## src/rtl/rvi_control_unit.sv

```systemverilog
// Multi-cycle RV32I sequencing FSM: fetch handshake, ALU start, LSU request, RF/PC write enables.
// Optional RVI_CONTROL_ILLEGAL_TRAP_EN adds a trap output and halts the core on an illegal instruction.
package rvi_pkg;
    typedef enum logic [6:0] {
        LOAD       = 7'b0000011,
        MISC_MEM   = 7'b0001111,
        OP_IMM     = 7'b0010011,
        AUIPC      = 7'b0010111,
        STORE      = 7'b0100011,
        OP         = 7'b0110011,
        LUI        = 7'b0110111,
        BRANCH     = 7'b1100011,
        JALR       = 7'b1100111,
        JAL        = 7'b1101111,
        SYSTEM     = 7'b1110011,
        RESERVED_4 = 7'b1111111
    } opcode_t;

    typedef enum logic [2:0] {
        BEQ = 3'b000, BNE = 3'b001, BLT = 3'b100, BGE = 3'b101, BLTU = 3'b110, BGEU = 3'b111
    } branch_funct_t;

    typedef enum logic [2:0] {
        LB = 3'b000, LH = 3'b001, LW = 3'b010, LBU = 3'b100, LHU = 3'b101
    } load_funct_t;

    typedef enum logic [2:0] {
        SB = 3'b000, SH = 3'b001, SW = 3'b010
    } store_funct_t;

    // {funct7, funct3}
    typedef enum logic [9:0] {
        ADDI  = 10'b0000000_000, SLLI = 10'b0000000_001, SLTI = 10'b0000000_010,
        SLTIU = 10'b0000000_011, XORI = 10'b0000000_100, SRLI = 10'b0000000_101,
        SRAI  = 10'b0100000_101, ORI  = 10'b0000000_110, ANDI = 10'b0000000_111
    } op_imm_funct_t;

    typedef enum logic [9:0] {
        ADD  = 10'b0000000_000, SUB = 10'b0100000_000, SLL = 10'b0000000_001,
        SLT  = 10'b0000000_010, SLTU = 10'b0000000_011, XOR = 10'b0000000_100,
        SRL  = 10'b0000000_101, SRA = 10'b0100000_101, OR = 10'b0000000_110,
        AND  = 10'b0000000_111
    } op_funct_t;
endpackage

module rvi_control_unit
    import rvi_pkg::*;
#(
    parameter int INSTRET_WIDTH = 32,
    parameter int MEM_TIMEOUT   = 0
) (
    input  logic                     clk,
    input  logic                     rst,
    input  logic                     inst_valid,
    output logic                     inst_ready,
    input  logic [6:0]               opcode,
    input  logic [9:0]               funct,
    output logic                     fetch_req,
    output logic                     alu_start,
    input  logic                     alu_done,
    input  logic                     branch_taken,
    output logic                     mem_req,
    output logic                     mem_we,
    input  logic                     mem_ack,
    output logic                     rd_en,
    output logic                     pc_en,
    output logic [1:0]               pc_sel,
    output logic                     mem_err,
`ifdef RVI_CONTROL_ILLEGAL_TRAP_EN
    output logic                     trap,
`endif
    output logic [INSTRET_WIDTH-1:0] instret
);

`ifdef RVI_CONTROL_ILLEGAL_TRAP_EN
    localparam bit TRAP_EN = 1'b1;
`else
    localparam bit TRAP_EN = 1'b0;
`endif
    localparam int TW      = (MEM_TIMEOUT > 0) ? $clog2(MEM_TIMEOUT + 1) : 1;
    localparam int TO_LAST = (MEM_TIMEOUT > 0) ? MEM_TIMEOUT - 1 : 0;

    typedef enum logic [2:0] {IDLE, FETCH, DECODE, EXEC, MEM, WB} state_t;

    state_t          state, state_nxt;
    logic [6:0]      op_q;
    logic [9:0]      funct_q;
    logic            exec_first, taken_q, timeout_q, halted;
    logic [TW-1:0]   mem_cnt;
    logic            legal, no_exec, is_mem, is_store, writes_rd, mem_to;

    // Classification of the latched instruction; stable from DECODE through WB.
    always_comb begin
        legal     = 1'b0;
        no_exec   = 1'b0;
        is_mem    = 1'b0;
        is_store  = 1'b0;
        writes_rd = 1'b0;
        case (op_q)
            LUI:             begin legal = 1'b1; no_exec = 1'b1; writes_rd = 1'b1; end
            AUIPC, JAL, JALR: begin legal = 1'b1; writes_rd = 1'b1; end
            BRANCH:          legal = funct_q[2:0] inside {BEQ, BNE, BLT, BGE, BLTU, BGEU};
            LOAD:            begin
                legal     = funct_q[2:0] inside {LB, LH, LW, LBU, LHU};
                is_mem    = 1'b1;
                writes_rd = 1'b1;
            end
            STORE:           begin
                legal    = funct_q[2:0] inside {SB, SH, SW};
                is_mem   = 1'b1;
                is_store = 1'b1;
            end
            // only the shift-immediates carry a meaningful funct7
            OP_IMM:          begin
                legal     = (funct_q[2:0] == 3'b001 || funct_q[2:0] == 3'b101) ?
                            (funct_q inside {SLLI, SRLI, SRAI}) : 1'b1;
                writes_rd = 1'b1;
            end
            OP:              begin
                legal     = funct_q inside {ADD, SUB, SLL, SLT, SLTU, XOR, SRL, SRA, OR, AND};
                writes_rd = 1'b1;
            end
            MISC_MEM, SYSTEM: begin legal = 1'b1; no_exec = 1'b1; end
            default:         ;
        endcase
    end

    assign mem_to = (MEM_TIMEOUT > 0) && !mem_ack && (mem_cnt == TW'(TO_LAST));

    always_ff @(posedge clk or negedge rst) begin
        if (!rst) state <= IDLE;
        else      state <= state_nxt;
    end

    always_comb begin
        state_nxt  = state;
        inst_ready = 1'b0;
        fetch_req  = 1'b0;
        alu_start  = 1'b0;
        mem_req    = 1'b0;
        mem_we     = 1'b0;
        rd_en      = 1'b0;
        pc_en      = 1'b0;
        pc_sel     = 2'd0;
        case (state)
            IDLE:   if (!halted) state_nxt = FETCH;
            FETCH:  begin
                fetch_req  = 1'b1;
                inst_ready = 1'b1;
                if (inst_valid) state_nxt = DECODE;
            end
            DECODE: state_nxt = (legal && !no_exec) ? EXEC : WB;
            EXEC:   begin
                alu_start = exec_first;
                if (alu_done) state_nxt = is_mem ? MEM : WB;
            end
            MEM:    begin
                mem_req = 1'b1;
                mem_we  = is_store;
                if (mem_ack || mem_to) state_nxt = WB;
            end
            WB:     begin
                if (!legal && TRAP_EN) begin
                    state_nxt = IDLE;
                end else begin
                    state_nxt = FETCH;
                    pc_en     = 1'b1;
                    rd_en     = legal && writes_rd && !timeout_q;
                    if (legal) begin
                        if (op_q == JAL || (op_q == BRANCH && taken_q)) pc_sel = 2'd1;
                        else if (op_q == JALR)                          pc_sel = 2'd2;
                    end
                end
            end
            default: state_nxt = IDLE;
        endcase
    end

`ifdef RVI_CONTROL_ILLEGAL_TRAP_EN
    assign trap = (state == WB) && !legal;
`endif

    always_ff @(posedge clk or negedge rst) begin
        if (!rst) begin
            op_q       <= '0;
            funct_q    <= '0;
            exec_first <= 1'b0;
            taken_q    <= 1'b0;
            timeout_q  <= 1'b0;
            halted     <= 1'b0;
            mem_cnt    <= '0;
            mem_err    <= 1'b0;
            instret    <= '0;
        end else begin
            if (state == FETCH && inst_valid) begin
                op_q      <= opcode;
                funct_q   <= funct;
                taken_q   <= 1'b0;
                timeout_q <= 1'b0;
            end
            exec_first <= (state == DECODE);
            if (state == EXEC && alu_done) taken_q <= branch_taken;
            mem_cnt <= (state == MEM) ? mem_cnt + 1'b1 : '0;
            if (state == MEM && mem_to) begin
                timeout_q <= 1'b1;
                mem_err   <= 1'b1;
            end
            if (state == WB && (legal || !TRAP_EN)) instret <= instret + 1'b1;
            if (state == WB && !legal && TRAP_EN) halted <= 1'b1;
        end
    end

endmodule
```

## config.mk

```make
export PLATFORM = sky130hd
export DESIGN_NAME = rvi_control_unit
export DESIGN_NICKNAME = d
export VERILOG_FILES = /design/src/rtl/rvi_control_unit.sv
export SDC_FILE = /design/constraint.sdc
export NUM_CORES = 1
export LEC_CHECK = 0
export ABC_AREA = 0
export CORE_ASPECT_RATIO = 1.75
export CORE_MARGIN = 1.5
export CORE_UTILIZATION = 54
export DETAILED_ROUTE_END_ITERATION = 6
export HOLD_SLACK_MARGIN = 0.02
export PLACE_DENSITY = 0.85
export SETUP_SLACK_MARGIN = 0.2
export SLEW_MARGIN = 20
export SYNTH_ARGS = -nofsm -noshare
export SYNTH_HDL_FRONTEND = slang
export SYNTH_SLANG_ARGS = --single-unit
```

## constraint.sdc

```tcl
create_clock -name clk -period 4.3 [get_ports clk]
set_input_delay 1.29 -clock clk [delete_from_list [all_inputs] [get_ports clk]]
set_output_delay 1.29 -clock clk [all_outputs]
set_load 0.02 [all_outputs]
```

==> results of run 1 <==
## flip-flops by register name (all words and copies together) (netlist names)
signal      flops
instret        32
funct_q        10
op_q            7
state           3
exec_first      1
taken_q         1
## worst max-delay path by stage
| stage | to | slack, ns |
|---|---|---|
| after global routing | pc_sel[0] | 0.28 |
| after floorplan | pc_sel[0] | 1.19 |
| after CTS | pc_sel[1] | 0.31 |
| after global placement | pc_sel[1] | 0.74 |
| after detailed placement | pc_sel[1] | 0.67 |
| final | pc_sel[1] | 0.43 |
## cells in the mapped netlist, types with 2 or more instances
library cell | count | area, um^2
a21oi_1 | 3 | 15.0
nor3b_1 | 4 | 30.0
nand2_1 | 19 | 71.3
buf_6 | 2 | 22.5
o21ai_0 | 5 | 25.0
nor3_4 | 4 | 65.1
nand4_1 | 9 | 56.3
or3_1 | 2 | 12.5
buf_2 | 3 | 15.0
xnor2_1 | 23 | 201
nor4_2 | 2 | 25.0
a211o_1 | 2 | 17.5
xor2_1 | 9 | 78.8
and3b_1 | 2 | 17.5
and3_1 | 3 | 18.8
dfrtp_1 | 54 | 1350
buf_4 | 5 | 37.5
mux2_2 | 16 | 180
nand3_2 | 2 | 20.0
nor2b_1 | 3 | 18.8
nand2b_1 | 3 | 18.8
nand3_1 | 9 | 45.0
and2_1 | 3 | 18.8
a211oi_1 | 3 | 22.5
and4b_1 | 2 | 20.0
and4_1 | 3 | 26.3
nor2_1 | 11 | 41.3
nand4_4 | 2 | 42.5
o22ai_1 | 2 | 12.5
inv_1 | 5 | 18.8
## where the power goes
part | switching, mW | total [mW] | internal (mW)
registers | 0.174 | 0.801 | 0.626
clock network | 0.154 | 0.317 | 0.163
logic | 0.265 | 0.565 | 0.300
## metal layers
metal	share of wire [%]	GRT usage, %
met5	0	0
met4	2.5	7.69
met3	3.7	3.86
met2	54	36.9
met1	39	24.7
## worst register-to-register path, delay by kind of cell (launching register included)
family           cells  cell delay [ns]
XOR/XNOR             1             0.14
flip-flops           1             0.54
AND/OR/NAND/NOR      4             1.33
## kinds of logic (layout without fill, tap and decap cells)
group / after synthesis / in the layout / share of synthesized area (%)
AO/OA/AOI/OAI: 28 / 28 / 7.93
XOR/XNOR: 32 / 32 / 10.2
adder cells (fa/ha/maj): 1 / 1 / 0.453
buffers and inverters: 16 / 78 / 3.54
flip-flops: 54 / 54 / 49.0
multiplexers: 17 / 17 / 6.94
other: 1 / 1 / 0.136
AND/OR/NAND/NOR: 90 / 90 / 21.9
## through the flow
stage                     instances  setup slack (ns)  cell area (um^2)  power [mW]  utilization, %
after global routing            355             0.282              3500        1.79            70.9
final                           355             0.432              3500        1.68            70.9
after CTS                       355             0.314              3500        1.69            70.8
after detailed placement        347             0.665              3390        1.38            68.6
after floorplan                 239              1.19              2760        1.23               -
after global placement          347             0.744              3390        1.35            68.6
## layout by cell type (no fill, tap or decap), types with 3 or more instances in the layout
master and count:
a211oi_1 3, o21ai_0 5, nand2b_1 3, nor3_4 4, clkbuf_8 8, and3_1 3
nand2_1 19, xnor2_1 23, nand3_1 9, inv_1 5, and4_1 3, nor2_1 11
nand4_1 9, nor3b_1 4, nor2b_1 3, dfrtp_1 53, a21oi_1 3, and2_1 3
xor2_1 9, mux2_2 16, clkdlybuf4s50_1 62
## layout make-up
| type | count | area (um^2) |
|---|---|---|
| fillers | 377 | 1440 |
| flip-flops and latches | 54 | 1350 |
| repair buffers | 64 | 633 |
| clock buffers | 8 | 110 |
| multi-input cells | 169 | 1310 |
| inverters | 6 | 22.5 |
| well taps | 54 | 67.6 |
==> metrics.txt, run 1 <==
Async SR Flop Fraction 100%; # clock sinks 54; CTS Hold Buffers Added 0; worst min path class reg2reg; aggregate negative setup slack 0 ns; Cells after Synth 239; CP required 3.01 ns; slack of the worst reg-to-reg path 2.19 ns; Slew @ Worst Pin 0.794 ns; hold depth 1; ant diodes 0; minimum clock period 3.87 ns; status complete, no violations; pwr dens 481 mW/mm^2; hold path start instret[31]; largest net degree at the start of global routing 38; FP Rows 34; gr usage total 20.9%; Cell Area, Synth 0.00276 mm^2; Area Growth Syn to Fin 26.7%; RSZ-0062 raised after global routing false; DR iter-0 viols 98; slowest stage delay, CP 0.64 ns; post-DP HPWL 4.14 mm; post-CTS setup repair buffer count 0; Final Hold Viols 0; register bit total from synthesis 54; worst rel slew slack 47.0%; Arr. time, crit path 2.58 ns; vias in the first global route 1994; Routed WL per cell 15.4 um; Setup crit start kind flip-flop; Hold Worst Slack 0.481 ns; RePlAce Congestion 0.825; CP Class reg2out; max-slew violation count 0; Lkg Pwr 1.49 nW; post_cts resized 0; CTS max path bufs 2; H-tree depth 2; CTS tree yes; Finish-stage setup viols 0; register area share after synthesis 49.0%; Crit. Startpoint op_q[4]; CTS buffer count 5; number of cells on the critical path 5; Total Wirelength 5.48 mm; Core ar. 0.00493 mm^2; chip height 97.6 um; hold endpoint instret[31]; share of layout cells above drive strength 1 14.0%; drt pass-1 iters 4; prevailing post-synth register cell dfrtp_1; Post-synth EDFFs 0; first-pass GRT wire length 9.24 mm; path depth of the worst reg2reg path 5; Max Cap Viol 0; Mean Syn Cell Area 11.5 um^2; drt via density 5.70; Worst-Skew Late Latency 0.30 ns; peak supply drop 0.521 mV; Synth cell types 54; synthesized net count 263; GR Overflow Total 0; Buffers & Inverters on Critical Path 1; Die Wd 57.0 um; worst-path fanout max 13; # IOs 65; RR Startpoint state[1]; Final Cycle Share 90.0%; initial antenna violation count 0; initial core utilization 55.9%; Routed Antenna Nets 0; R2R Path End instret[26]; CP endpoint kind primary output; Largest delay share family, worst path compound AO/OA/AOI/OAI gates; Setup Skew 0.0102 ns; IO Port Bufs 63; Reg clk slew, reported paths 0.09 ns; Die Area 0.00557 mm^2; Via Count 2023; Nets 324; DRC Markers 0; maximum clock frequency 0.259 GHz; Slowest-stage cell, CP clkdlybuf4s50_1; crit-path cells nor3b_1, o41ai_1, o31ai_2, nor4_2, clkdlybuf4s50_1; synth warn 1; Root Buffer clkbuf_8
Power figures use the tool's default switching activity.
==> run 2: changes to the inputs <==
Settings changed: CORE_ASPECT_RATIO 1.75 to unset.
==> run 2 against run 1 <==
  * Design area barely moved
  * Clock power fell by 6%
  * Worst hold slack got worse by 0.0059 ns
  * Clock skew fell by 0.0020 ns
  * Total power fell by 1.1%
  * Core utilization rose by 1.8 points
  * Critical path depth rose by 1
  * Sequential share of layout area barely moved
  * Highest routed layer unchanged
==> metrics.txt, run 2 (synthesized netlist as in run 1, its figures left out) <==
Routed WL per cell 14.4 um (-6.5%); largest net degree at the start of global routing 41 (+7.9%); # IOs 65 (unchanged); Finish-stage setup viols 0 (unchanged); peak supply drop 0.392 mV (-25%); Worst-Skew Late Latency 0.31 ns (about the same); status complete, no violations; drt via density 5.53 (-3.0%); dpl cell area 0.00340 mm^2 (+0.48%); Setup Skew 0.00816 ns (-0.00201 ns); initial antenna violation count 0 (unchanged); Biggest register instret; Final Hold Viols 0 (unchanged); vias in the first global route 1909 (-4.3%); RePlAce Congestion 0.759 (-7.9%); H-tree depth 2 (unchanged); minimum clock period 3.87 ns (+0.00277 ns); Arr. time, crit path 2.58 ns (about the same); Setup crit start kind flip-flop; chip height 74.5 um (-24%); Core ar. 0.00482 mm^2 (-2.4%); max-slew violation count 0 (unchanged); Nets 324 (unchanged); Total Wirelength 5.31 mm (-3.1%); Layout fillers 370 (-1.9%); initial core utilization 57.3% (+1.4 points); Die Wd 74.5 um (+31%); Top Registers instret: 32 flops, funct_q: 10 flops, op_q: 7 flops; GR Overflow Total 0 (unchanged); CTS max path bufs 2 (unchanged); worst-path fanout max 9 (-4); most frequent cells in the layout clkdlybuf4s50_1, dfrtp_1, xnor2_1; worst rel slew slack 41.2% (-5.8 points); post-route cell area 0.00350 mm^2 (about the same); CP required 3.01 ns (about the same); pwr dens 475 mW/mm^2 (-1.2%); ant diodes 0 (unchanged); maximum clock frequency 0.258 GHz (about the same); Setup WS post-layout 0.429 ns (-0.00277 ns); Area Growth Syn to Fin 26.7% (about the same); RSZ-0062 raised after global routing false; Reg clk slew, reported paths 0.10 ns (about the same); Post-Place Setup Slack 0.659 ns (-0.00565 ns); CTS buffer count 5 (unchanged); worst min path class reg2reg; Max Cap Viol 0 (unchanged); gr usage total 21.1% (+0.21 points); max reg flops 32 (unchanged); first-pass GRT wire length 8.96 mm (-3.0%); # clock sinks 54 (unchanged); CP endpoint kind primary output; Slew @ Worst Pin 0.882 ns (+0.0875 ns); DRC Markers 0 (unchanged); most common cell after layout, fill and taps aside clkdlybuf4s50_1; DR iter-0 viols 64 (-35%); CTS tree yes; aggregate negative setup slack 0 ns (unchanged); Hold Worst Slack 0.475 ns (-0.00590 ns); Lkg Pwr 1.48 nW (-0.58%); Routed Antenna Nets 0 (unchanged); drt pass-1 iters 4 (unchanged); Die Area 0.00555 mm^2 (-0.30%); share of layout cells above drive strength 1 13.6% (-0.33 points); Via Count 2034 (+0.54%); FP Rows 25 (-26%); Root Buffer clkbuf_8; CP Class reg2out; post-DP HPWL 3.83 mm (-7.5%); IO Port Bufs 63 (unchanged); Final Cycle Share 90.0% (about the same)
-- run 2: cell count changes in the layout (fill, tap and decap cells not counted), sizes merged --
cell / change
clkbuf: -1
inv: +1
-- run 2: area by class of cell --
type | instances | area (um^2) | share of cell area, %
repair buffers | 64 | 633 | 18.1
well taps | 67 | 83.8 | 2.40
inverters | 6 | 22.5 | 0.644
clock buffers | 7 | 86.3 | 2.47
clock inverters | 1 | 8.76 | 0.250
flip-flops and latches | 54 | 1350 | 38.7
multi-input cells | 169 | 1310 | 37.5
-- run 2: metal layers --
metal,vias to the layer above,part of all wire (%),track usage [%]
met4,0,1.2,6.67
met5,-,0,0
met1,996,46,28.9
li1,981,-,-
met3,6,4.7,4.34
met2,51,48,34.0
-- run 2: what timing repair did --
item                                    CTS  global route
buffers inserted                          0             0
resized for setup                         0             1
endpoints found under the setup margin    0             3
hold buffers                              0             0
-- run 2: power breakdown --
group          internal (mW)  total [mW]  switching [mW]
sequential             0.626       0.800           0.174
clock                  0.133       0.299           0.166
combinational          0.299       0.564           0.264
-- run 2: worst paths after layout --
path / start / to / slack (ns) / cells past startpoint
max: op_q[2] / pc_sel[1] / 0.43 / 6
min: instret[31] / instret[31] / 0.47 / 1
max reg2reg: state[1] / instret[26] / 2.21 / 5
min reg2reg: instret[31] / instret[31] / 0.47 / 1
max in group asynchronous: rst / instret[5] / 2.48 / 2
min in group asynchronous: rst / state[1] / 1.10 / 1
-- run 2: critical path, cell delays in order, from the launching register on --
cell             delay, ns
dfrtp_1               0.48
nor2_2                0.26
a2bb2oi_1             0.14
a2111oi_4             0.40
o31ai_2               0.13
nor4_2                0.23
clkdlybuf4s50_1       0.64
-- run 2: per-stage QoR --
step | utilization, % | power (mW) | cells
floorplan | - | 1.23 | 239
global placement | 70.6 | 1.35 | 360
detailed placement | 70.6 | 1.37 | 360
CTS | 72.6 | 1.68 | 368
global route | 72.6 | 1.77 | 368
finish | 72.6 | 1.66 | 368
